<file path="config.mk">
export PLATFORM = sky130hd
export DESIGN_NAME = btn_debounce
export DESIGN_NICKNAME = d
export VERILOG_FILES = /design/src/rtl/btn_pkg.sv /design/src/rtl/debounce_channel.sv /design/src/rtl/btn_debounce.sv
export SDC_FILE = /design/constraint.sdc
export NUM_CORES = 1
export LEC_CHECK = 0
export CAP_MARGIN = 10
export CELL_PAD_IN_SITES_DETAIL_PLACEMENT = 1
export CELL_PAD_IN_SITES_GLOBAL_PLACEMENT = 1
export CORE_MARGIN = 2
export CORE_UTILIZATION = 43
export CTS_CLUSTER_DIAMETER = 80
export DETAILED_ROUTE_END_ITERATION = 6
export PLACE_DENSITY = 0.72
export SYNTH_ARGS = -nofsm -noshare
export SYNTH_HDL_FRONTEND = slang
export SYNTH_SLANG_ARGS = --single-unit
export TNS_END_PERCENT = 10
</file>
<file path="constraint.sdc">
create_clock -name clk -period 13.8 [get_ports clk]
set_input_delay 1.38 -clock clk [delete_from_list [all_inputs] [get_ports clk]]
set_output_delay 1.38 -clock clk [all_outputs]
set_load 0.005 [all_outputs]
</file>
<file path="src/rtl/btn_pkg.sv">
// Shared types and constants for the button debounce block.
// Channel FSM states and default/simulation debounce lengths.
package btn_pkg;

  typedef enum logic {
    S_STABLE  = 1'b0,
    S_PENDING = 1'b1
  } chan_state_e;

  localparam int DEFAULT_STABLE_CYCLES = 1000000;
  localparam int SIM_STABLE_CYCLES     = 4;

endpackage

</file>
<file path="src/rtl/debounce_channel.sv">
// One button channel: 2-flop synchroniser, debounce FSM/counter, strobes.
// Ports: clk, rst, raw in; level, press, rel, press_next (comb) out.
module debounce_channel
  import btn_pkg::*;
#(
  parameter int STABLE_CYCLES = DEFAULT_STABLE_CYCLES
) (
  input  logic clk,
  input  logic rst,
  input  logic raw,
  output logic level,
  output logic press,
  output logic rel,
  output logic press_next
);

  localparam int CTR_WIDTH = $clog2(STABLE_CYCLES + 1);
  localparam logic [CTR_WIDTH-1:0] CTR_MAX = CTR_WIDTH'(STABLE_CYCLES);
  localparam logic [CTR_WIDTH-1:0] CTR_ONE = CTR_WIDTH'(1);

  logic                 sync1;
  logic                 sync2;
  chan_state_e          state;
  chan_state_e          state_n;
  logic [CTR_WIDTH-1:0] ctr;
  logic [CTR_WIDTH-1:0] ctr_n;
  logic                 level_n;
  logic                 rel_n;

  always_ff @(posedge clk or posedge rst) begin
    if (rst) begin
      sync1 <= 1'b0;
      sync2 <= 1'b0;
      state <= S_STABLE;
      ctr   <= '0;
      level <= 1'b0;
      press <= 1'b0;
      rel   <= 1'b0;
    end else begin
      sync1 <= raw;
      sync2 <= sync1;
      state <= state_n;
      ctr   <= ctr_n;
      level <= level_n;
      press <= press_next;
      rel   <= rel_n;
    end
  end

  // Counter tracks how many consecutive edges sync2 has disagreed with
  // level; the flip edge is the one where it already equals the target.
  always_comb begin
    state_n    = state;
    ctr_n      = ctr;
    level_n    = level;
    press_next = 1'b0;
    rel_n      = 1'b0;
    unique case (state)
      S_STABLE: begin
        if (sync2 != level) begin
          state_n = S_PENDING;
          ctr_n   = CTR_ONE;
        end else begin
          ctr_n = '0;
        end
      end
      S_PENDING: begin
        if (sync2 == level) begin
          state_n = S_STABLE;
          ctr_n   = '0;
        end else if (ctr == CTR_MAX) begin
          state_n    = S_STABLE;
          ctr_n      = '0;
          level_n    = sync2;
          press_next = sync2;
          rel_n      = ~sync2;
        end else begin
          ctr_n = ctr + CTR_ONE;
        end
      end
      default: begin
        state_n = S_STABLE;
        ctr_n   = '0;
      end
    endcase
  end

endmodule

</file>
<file path="src/rtl/btn_debounce.sv">
// Debounced button bank: NUM_BTN independent channels plus any-press flag.
// Ports: clk, rst, btn_raw in; btn_level, btn_press, btn_release, btn_any_press out.
module btn_debounce
  import btn_pkg::*;
#(
  parameter int NUM_BTN       = 7,
  parameter int STABLE_CYCLES = DEFAULT_STABLE_CYCLES
) (
  input  logic               clk,
  input  logic               rst,
  input  logic [NUM_BTN-1:0] btn_raw,
  output logic [NUM_BTN-1:0] btn_level,
  output logic [NUM_BTN-1:0] btn_press,
  output logic [NUM_BTN-1:0] btn_release,
  output logic               btn_any_press
);

  logic [NUM_BTN-1:0] press_next;

  for (genvar i = 0; i < NUM_BTN; i++) begin : g_ch
    debounce_channel #(
      .STABLE_CYCLES(STABLE_CYCLES)
    ) u_ch (
      .clk        (clk),
      .rst        (rst),
      .raw        (btn_raw[i]),
      .level      (btn_level[i]),
      .press      (btn_press[i]),
      .rel        (btn_release[i]),
      .press_next (press_next[i])
    );
  end

  // Reduce the channels' next-cycle strobes so the flag lines up
  // with btn_press instead of trailing it by a cycle.
  always_ff @(posedge clk or posedge rst) begin
    if (rst) begin
      btn_any_press <= 1'b0;
    end else begin
      btn_any_press <= |press_next;
    end
  end

endmodule

</file>
### After elaboration in Yosys (flattened, before gate mapping)

Cells that the tools add are included.

| operators by class | value |
|---|---|
| add/sub/neg operators | 7 |
| reduce and logical (&&, ||, !) cells | 8 |
| $lt $le $gt $ge | 0 |
| $mul | 0 |
| multiplexer cells | 98 |
| divide/modulo/power cells | 0 |
| equal/unequal tests | 21 |
| bitwise gates (word level) | 21 |
| shift operators | 0 |

Operator list:

| operator | number |
|---|---|
| $mux 20 | 14 |
| $pmux 20 s2 | 7 |
| $add 20x1->20 const B | 7 |
| $eq 20x20->1 const B | 7 |
| $mux 1 | 70 |
| $not 1->1 | 21 |
| $reduce_and 3->1 | 7 |
| $pmux 1 s2 | 7 |
| $eq 1x1->1 | 7 |
| $ne 1x1->1 | 7 |
| $reduce_or 7->1 | 1 |

| word-level totals | value |
|---|---|
| ROM bits | 0 |
| memories | 0 |
| RAM bits | 0 |
| flip-flop bits (word level) | 183 |
| output and inout port bits | 22 |
| bits in latches | 0 |
| bits of input ports | 9 |
| word-level logic and storage cells | 205 |

### Longest topological paths before layout

Gate-level depths: netlist of run 1.

| depth | value |
|---|---|
| word-level depth | 5 |
| depth in mapped cells | 8 |

### Hierarchy

Synthesis of run 1 repeated with hierarchy kept, for this count alone.

| second synthesis, totals | value |
|---|---|
| cell total of the unflattened synthesis | 887 |
| area total of the unflattened synthesis | 8702.1 µm² |

Modules (own cells, without submodules):

| module | area each (µm²) | sequential area each (µm²) | cells an instance | times used |
|---|---|---|---|---|
| debounce_channel (g_ch[0].u_ch ...) | 1232.4 | 650.6 | 126 | 6 |
| debounce_channel (g_ch[6].u_ch) | 1263.7 | 650.6 | 126 | 1 |
| btn_debounce | 43.8 | 25.0 | 5 | 1 |

### Least setup slack after synthesis of run 1

No wires, ideal clock.

| timing | value |
|---|---|
| kind | flip-flop to flip-flop |
| from | register g_ch[0].u_ch.ctr[0] |
| to | register g_ch[0].u_ch.level |
| path slack | 11576 ps |
| setup time | 127 ps |
| period minus slack after synthesis | 2224 ps |
| stages on the path, launching flop included | 7 |
| arrival time | 2097 ps |
| data required time | 13673 ps |
| cell sequence | dfrtp_1 -> inv_1 -> ha_1 -> or4bb_1 -> or3_4 -> or3_1 -> mux2_1 |

| on the way | value |
|---|---|
| cells in the longest elaborated chain, start to end | 2 |

Ends and longest elaborated chain:

| item | line | RTL |
|---|---|---|
| from (decl) | debounce_channel.sv:25 | `logic [CTR_WIDTH-1:0] ctr;` |
| from (signal assigned) | debounce_channel.sv:43 | `ctr <= ctr_n;` |
| $eq 20x20->1 | debounce_channel.sv:71 | `end else if (ctr == CTR_MAX) begin` |
| $reduce_and 3->1 (no source line) | - |  |
| to (signal assigned) | debounce_channel.sv:44 | `level <= level_n;` |
| to (decl) | debounce_channel.sv:11 | `output logic level,` |

No other way between the ends.
A chain may end at the register's enable or synchronous reset.

### Worst setup path after layout of run 1

| timing | value |
|---|---|
| from | register g_ch[6].u_ch.level |
| to | output btn_level[6] |

RTL lines:

| item | line | RTL |
|---|---|---|
| from (decl) | debounce_channel.sv:11 |  |
| from (signal assigned) | debounce_channel.sv:44 |  |
| to (decl) | btn_debounce.sv:12 | `output logic [NUM_BTN-1:0] btn_level,` |

No word-level cell between the ends.

==> metrics.md, run 1 <==
| Metric | Value |
|---|---|
| Vias after detailed routing | `6284` |
| Area share of fa/ha/maj cells after synthesis | `0.0197` |
| Synthesized Nets | `904` |
| # Post-CTS Setup Buffers | `0` |
| Clock sinks | `183` |
| Gate power share | `0.032` |
| Setup crit start | `g_ch[6].u_ch.level$_DFFE_PP0P_` |
| RR Startpoint | `g_ch[0].u_ch.ctr[0]$_DFF_PP0_` |
| Yosys cell types | `54` |
| Main synth FF type | `dfrtp_1` |
| Initial drt markers | `358` |
| CTS root buf | `clkbuf_16` |
| R2R Setup Slk | `11290 ps` |
| Max Transition Viols Final | `0` |
| Final min period | `2790 ps` |
| Clock slew at reported path FFs | `70 ps` |
| Congestion Overflow GR | `0` |
| Pwr per Cell Area | `111 nW/um2` |
| Hold_buf cts | `0` |
| CP Depth | `1` |
| Post-synthesis compound-gate area fraction | `0.0637` |
| Sequential power share | `0.498` |
| GPL Wtd Cong | `0.751` |
| Post-route ant nets | `0` |
| IO Count | `31` |
| DP Worst Slack | `10440 ps` |
| Die width | `148 um` |
| # setup viols final | `0` |
| Xor and xnor area share after synthesis | `0.0975` |
| Share of the yosys chip area belonging to registers | `0.515` |
| Net load switching power | `238 uW` |
| Highest clock rate | `359 MHz` |
| Setup TNS | `0 ps` |
| Post_cts resized | `0` |
| Hold Fails Final Rpt | `0` |
| Hold WC Path Type | `flop to flop` |
| Cell Count Post-Placement | `1144` |
| CP max FO | `5` |
| Max-slew headroom | `0.389` |
| Worst-Margin Slew | `916 ps` |
| FFs w/ async S/R, synth | `1.00` |
| Slowest cell delay on critical path | `530 ps` |
| LEAKAGE | `3.88 nW` |
| MaxCap Viol Count | `0` |
| Type of origin of the critical path | `flop` |
| Crit-path slowest cell | `clkdlybuf4s50_1` |
| DRT Wirelength | `18100 um` |
| Total Power | `1.10 mW` |
| Initial Util | `0.438` |
| Worst Reg-to-Reg Cells | `6` |
| #FFs+latches synth | `183` |
| Fin worst setup slack | `11010 ps` |
| Met3 Wirelength | `318 um` |
| Port Buffer Count | `30` |
| Cells on Worst Hold Path | `0` |
| Global-route wire length before repair | `31800 um` |
| Syn_area_per_cell | `10.1 um2` |
| Critical path class | `flop to output pin` |
| GRT Total Usage | `0.178` |
| Worst path buffer plus inverter count | `1` |
| Final nets | `916` |
| Kind of cell adding the most delay to the critical path | `buffers and inverters` |
| R2r endpoint | `g_ch[0].u_ch.ctr[5]$_DFF_PP0_` |
| Area Overhead vs Synth | `11.8%` |
| CTS HTree Levels | `4` |
| Post-Syn Instances | `881` |
| CP cell instances | `clkdlybuf4s50_1` |
| Worst Skew | `9.56 ps` |
| Fin crit share | `0.202` |
| Die footprint | `21900 um2` |
| Vias in the first global route | `6505` |
| Synthesized cell area | `8900 um2` |
| Detailed Routing Iterations Pass 1 | `4` |
| Top Metal Used | `met4` |
| CTS max path bufs | `2` |
| Status | `complete, no violations` |
| Die Y | `148 um` |
| Finished Layout Cells | `1175` |
| Share of cells above drive strength 1 | `0.0630` |
| Ys Warns | `0` |
| Worst Setup End Kind | `output pin` |
| Post-synth EDFFs | `0` |
| Clock Latency Late Sink | `430 ps` |
| WP data required | `12420 ps` |
| Largest net degree at the start of global routing | `133` |
| Largest family of logic cells by synthesized area | `simple AND/OR/NAND/NOR gates` |
| Post-synthesis mux area share | `0.00802` |
| RSZ-0062 raised after global routing | `no` |
| P_int | `866 uW` |
| Post-synthesis simple-gate area fraction | `0.250` |
| DRC Markers | `0` |
| Core area | `20300 um2` |
| Vias/cell | `5.35` |
| CTS tree | `yes` |
| # diodes | `0` |
| Critical Path End | `btn_level[6]` |
| Worst EP arrival | `1410 ps` |
| Core Rows | `52` |
| Initial antenna violation count | `0` |
| Post-DP HPWL | `11900 um` |
| IR drop worst, VDD | `0.0738 mV` |
| Switch share | `0.216` |
| Power share of the clock group | `0.470` |
| Met2 WL | `8680 um` |
| Metal1 wirelength | `8960 um` |
| CTS Buf Count | `17` |
| WL/cell | `15.4 um` |
[flip-flops by register name (all words and copies together) (netlist names)]
register and count:
btn_any_press 1, g_ch.u_ch.press 7, g_ch.u_ch.state 7, g_ch.u_ch.ctr 140, g_ch.u_ch.sync1 7, g_ch.u_ch.sync2 7
g_ch.u_ch.rel 7, g_ch.u_ch.level 7
[worst min-delay path by stage]
stage,end,slack [ps],startpoint
after floorplan,g_ch[0].u_ch.sync2$_DFF_PP0_,330,g_ch[0].u_ch.sync1$_DFF_PP0_
after global placement,g_ch[0].u_ch.sync2$_DFF_PP0_,330,g_ch[0].u_ch.sync1$_DFF_PP0_
after detailed placement,g_ch[4].u_ch.sync2$_DFF_PP0_,340,g_ch[4].u_ch.sync1$_DFF_PP0_
after CTS,g_ch[4].u_ch.sync2$_DFF_PP0_,350,g_ch[4].u_ch.sync1$_DFF_PP0_
after global routing,g_ch[5].u_ch.sync2$_DFF_PP0_,360,g_ch[5].u_ch.sync1$_DFF_PP0_
final,g_ch[5].u_ch.sync2$_DFF_PP0_,350,g_ch[5].u_ch.sync1$_DFF_PP0_
[final cells by class]
cell class | instances | area [um2]
clock buffer | 20 | 457
sequential | 183 | 4580
tap | 270 | 338
clock inverter | 11 | 173
multi-input combinational | 614 | 3910
fill | 2288 | 10400
inverter | 44 | 173
timing repair buffer | 33 | 323
[kinds of logic after synthesis]
logic type,count (synthesis)
simple gates,402
buf+inv,84
fa+ha+maj,14
mux,6
flops,183
xor+xnor,99
compound gates,93
[metrics by stage]
stage	hold WS [ps]	utilization	cell area [um2]
5_1_grt	360	0.490	9950
3_5_place_dp	336	0.459	9320
6_report	353	0.490	9950
4_1_cts	353	0.490	9950
2_1_floorplan	331	-	8900
3_3_place_gp	335	0.459	9320
[metal layers]
metal	track usage	vias up
li1	-	3091
met1	0.247	3146
met3	0.0370	12
met4	0.0443	0
met2	0.288	35
met5	0	-
[placed cells by master (no fill, tap or decap), drive strengths merged, types with 3 or more instances in the layout]
cell / n
o21ai: 28
mux2: 6
or4b: 4
nor3: 18
or4: 17
nand4: 40
o211ai: 4
nor2b: 4
nor4bb: 3
clkdlybuf4s50: 30
o22ai: 3
nand2: 40
clkinv: 5
inv: 45
and4: 15
ha: 14
clkbuf: 20
a21boi: 5
nor2: 120
dfrtp: 183
and2: 9
nor4b: 10
or3: 32
buf: 3
bufinv: 4
or4bb: 5
xor2: 43
a21oi: 35
nor4: 17
nor3b: 5
xnor2: 56
and3: 7
o31ai: 12
nand3: 46
[power by group through the flow]
stage	Clock, mW	Combinational, mW	Sequential [mW]
6_report	0.519	0.0349	0.550
4_1_cts	0.536	0.0367	0.550
3_5_place_dp	0	0.0364	0.560
3_3_place_gp	0	0.0359	0.560
2_1_floorplan	0	0.0255	0.558
5_1_grt	0.559	0.0414	0.550
[cell usage after synthesis (4+ instances only)]
library cell,count,area (um2)
xor2_1,43,377
clkbuf_1,12,45.0
o21ai_0,27,135
ha_1,14,175
nor3_1,17,85.1
buf_2,5,25.0
or3_1,27,169
xnor2_1,56,490
nand2_1,40,150
or4bb_1,5,56.3
nand3_1,46,230
buf_4,22,165
a21boi_0,5,37.5
nor4_1,17,106
or3_4,5,56.3
nor3b_1,5,37.5
and4_1,14,123
or4_1,16,120
nor2_1,120,450
and2_1,8,50.1
and3_1,7,43.8
inv_1,44,165
nor2b_1,4,25.0
nor4b_1,10,87.6
dfrtp_1,183,4580
nand4_1,40,250
a21oi_1,35,175
o31ai_1,12,90.1
(Power assumes the default switching activity.)
==> run 2: changes to the inputs <==
- PLACE_DENSITY: 0.72 -> 0.75
- clock period: 13.8 -> 2.3 ns (I/O delays scaled with it)
==> run 2 against run 1 <==
Routed wire length is 9.7% higher; first-iteration DRC count is 30% lower; critical endpoint is now g_ch[3].u_ch.level$_DFFE_PP0P_; register-to-register slack worse by 11000 ps; clock power grew to 6.2 times the previous value; worst setup slack worse by 11000 ps; combinational power grew to 7.3 times the previous value; total power grew to 6.1 times the previous value; sequential share of layout area is 1.6 points lower; largest cell class unchanged; clock-buffer cell count is 1 higher.
==> metrics.md, run 2 (synthesis results as in run 1) <==
| Metric | Value |
|---|---|
| Status | `complete, no violations (unchanged)` |
| Switch share | `0.212 (was 0.216)` |
| Post-route ant nets | `0 (unchanged)` |
| Fin crit share | `0.951` |
| Clock Latency Late Sink | `440 ps (was 430 ps)` |
| LEAKAGE | `4.10 nW (was 3.88 nW)` |
| Largest net degree at the start of global routing | `66 (was 133)` |
| IO Count | `31 (unchanged)` |
| Net load switching power | `1.43 mW (was 238 uW)` |
| Finished Layout Cells | `1215 (was 1175)` |
| Share of cells above drive strength 1 | `0.104 (was 0.0630)` |
| Worst Skew | `8.84 ps (was 9.56 ps)` |
| CTS Buf Count | `17 (unchanged)` |
| Commonest cells after routing, fill and taps aside | `183 x dfrtp_1, 120 x nor2_1, 56 x xnor2_1 (unchanged)` |
| Die footprint | `21900 um2 (unchanged)` |
| Core Rows | `52 (unchanged)` |
| GPL Wtd Cong | `0.753 (was 0.751)` |
| Core area | `20300 um2 (unchanged)` |
| GRT Total Usage | `0.192 (was 0.178)` |
| Highest clock rate | `457 MHz` |
| CP max FO | `4 (was 5)` |
| # diodes | `0 (unchanged)` |
| Worst Reg-to-Reg Cells | `6 (unchanged)` |
| RR Startpoint | `g_ch[3].u_ch.ctr[0]$_DFF_PP0_ (was g_ch[0].u_ch.ctr[0]$_DFF_PP0_)` |
| Cell Count Post-Placement | `1182 (was 1144)` |
| CTS tree | `yes (unchanged)` |
| IR drop worst, VDD | `0.486 mV (was 0.0738 mV)` |
| Initial antenna violation count | `0 (unchanged)` |
| Final nets | `956 (was 916)` |
| WP data required | `2620 ps (was 12420 ps)` |
| Worst Setup End Kind | `flop (was output pin)` |
| Gate power share | `0.038 (was 0.032)` |
| R2r endpoint | `g_ch[3].u_ch.level$_DFFE_PP0P_ (was g_ch[0].u_ch.ctr[5]$_DFF_PP0_)` |
| Die width | `148 um (unchanged)` |
| WHS | `142 ps (was 353 ps)` |
| Global-route wire length before repair | `34100 um (was 31800 um)` |
| Max Transition Viols Final | `0 (unchanged)` |
| CTS root buf | `clkbuf_16 (unchanged)` |
| Area Overhead vs Synth | `16.0% (was 11.8%)` |
| Post-DP HPWL | `13600 um (was 11900 um)` |
| Clock slew at reported path FFs | `60 ps (was 70 ps)` |
| Die Y | `148 um (unchanged)` |
| Type of origin of the critical path | `flop (unchanged)` |
| Hold Fails Final Rpt | `0 (unchanged)` |
| Worst-Margin Slew | `535 ps (was 916 ps)` |
| Congestion Overflow GR | `0 (unchanged)` |
| Vias in the first global route | `6976 (was 6505)` |
| Worst EP arrival | `2510 ps (was 1410 ps)` |
| MaxCap Viol Count | `0 (unchanged)` |
| R2R Setup Slk | `110 ps (was 11290 ps)` |
| Max reg flops | `140 (unchanged)` |
| Power share of the clock group | `0.474 (was 0.470)` |
| Vias after detailed routing | `6583 (was 6284)` |
| Max-slew headroom | `0.638 (was 0.389)` |
| Pwr per Cell Area | `655 nW/um2 (was 111 nW/um2)` |
| Hold WC Path Type | `input pin to async pin (was flop to flop)` |
| Final min period | `2190 ps` |
| DRT Wirelength | `19900 um (was 18100 um)` |
| Port Buffer Count | `30 (unchanged)` |
| DRC Markers | `0 (unchanged)` |
| Critical path class | `flop to flop (was flop to output pin)` |
| P_int | `5.32 mW (was 866 uW)` |
| CTS max path bufs | `2 (unchanged)` |
| RSZ-0062 raised after global routing | `yes (was no)` |
| # setup viols final | `0 (unchanged)` |
| Initial Util | `0.438 (unchanged)` |
| Hold_buf cts | `0 (unchanged)` |
| Detailed Routing Iterations Pass 1 | `4 (unchanged)` |
| Vias/cell | `5.42 (was 5.35)` |
| Sequential power share | `0.488 (was 0.498)` |
| Most common cell after layout, fill and taps aside | `dfrtp_1 (unchanged)` |
| CTS HTree Levels | `4 (unchanged)` |
| WL/cell | `16.4 um (was 15.4 um)` |
| Initial drt markers | `252 (was 358)` |
| Clock sinks | `183 (unchanged)` |
| Top reg by flops | `g_ch.u_ch.ctr (unchanged)` |
-- run 2: cell count changes in the layout (fill, tap and decap cells not counted), sizes merged --
cell,previous run,this run
inv,45,43
clkbuf,20,21
bufinv,4,5
buf,3,43
-- run 2: power groups by stage --
stage / Clock, mW / Combinational, mW / Sequential [mW]
floorplan: 0 / 0.154 / 3.35
detailed placement: 0 / 0.259 / 3.36
CTS: 3.28 / 0.261 / 3.30
global placement: 0 / 0.251 / 3.35
finish: 3.20 / 0.256 / 3.30
global route: 3.40 / 0.291 / 3.30
-- run 2: what timing repair did --
item / CTS / global route
buffers inserted: 0 / 2
gates resized for setup: 0 / 3
endpoints found under the setup margin: 0 / 20
-- run 2: metrics by stage --
step	cell area, um2	power [mW]	utilization	TNS (ps)	setup slack [ps]
after floorplan	8900	3.50	-	-51340	-281
after global placement	9650	3.60	0.475	0	94.8
after detailed placement	9650	3.61	0.475	0	19.5
after CTS	10300	6.84	0.507	0	2.44
after global routing	10300	6.99	0.508	0	18.4
final	10300	6.76	0.508	0	112
-- run 2: worst max-delay path by stage --
stage	from	end	slack, ps	depth (start not counted)
3_5_place_dp	g_ch[0].u_ch.ctr[1]$_DFF_PP0_	g_ch[0].u_ch.level$_DFFE_PP0P_	20	6
6_report	g_ch[3].u_ch.ctr[0]$_DFF_PP0_	g_ch[3].u_ch.level$_DFFE_PP0P_	110	6
2_1_floorplan	rst	btn_any_press$_DFF_PP0_	-280	1
5_1_grt	g_ch[0].u_ch.ctr[1]$_DFF_PP0_	g_ch[0].u_ch.level$_DFFE_PP0P_	20	6
4_1_cts	g_ch[0].u_ch.ctr[1]$_DFF_PP0_	g_ch[0].u_ch.level$_DFFE_PP0P_	2	6
3_3_place_gp	g_ch[0].u_ch.ctr[1]$_DFF_PP0_	g_ch[0].u_ch.level$_DFFE_PP0P_	90	6
-- run 2: area by class of cell --
| cell class | instances | area [um2] |
|---|---|---|
| fill | 2261 | 9980 |
| tap | 270 | 338 |
| timing repair buffer | 73 | 673 |
| sequential | 183 | 4580 |
| inverter | 44 | 169 |
| clock buffer | 21 | 460 |
| clock inverter | 10 | 175 |
| multi-input combinational | 614 | 3920 |
-- run 2: routing by layer --
metal	share of wire	track usage
met1	0.47	0.254
met2	0.50	0.326
met3	0.016	0.0352
met4	0.010	0.0510
met5	0	0
-- run 2: worst max-delay path, stage by stage (launching register included) --
cell and delay, ps:
dfrtp_1 410, inv_1 90, ha_1 140, or4bb_1 470
or3_4 440, nor3_4 170, mux2_2 360
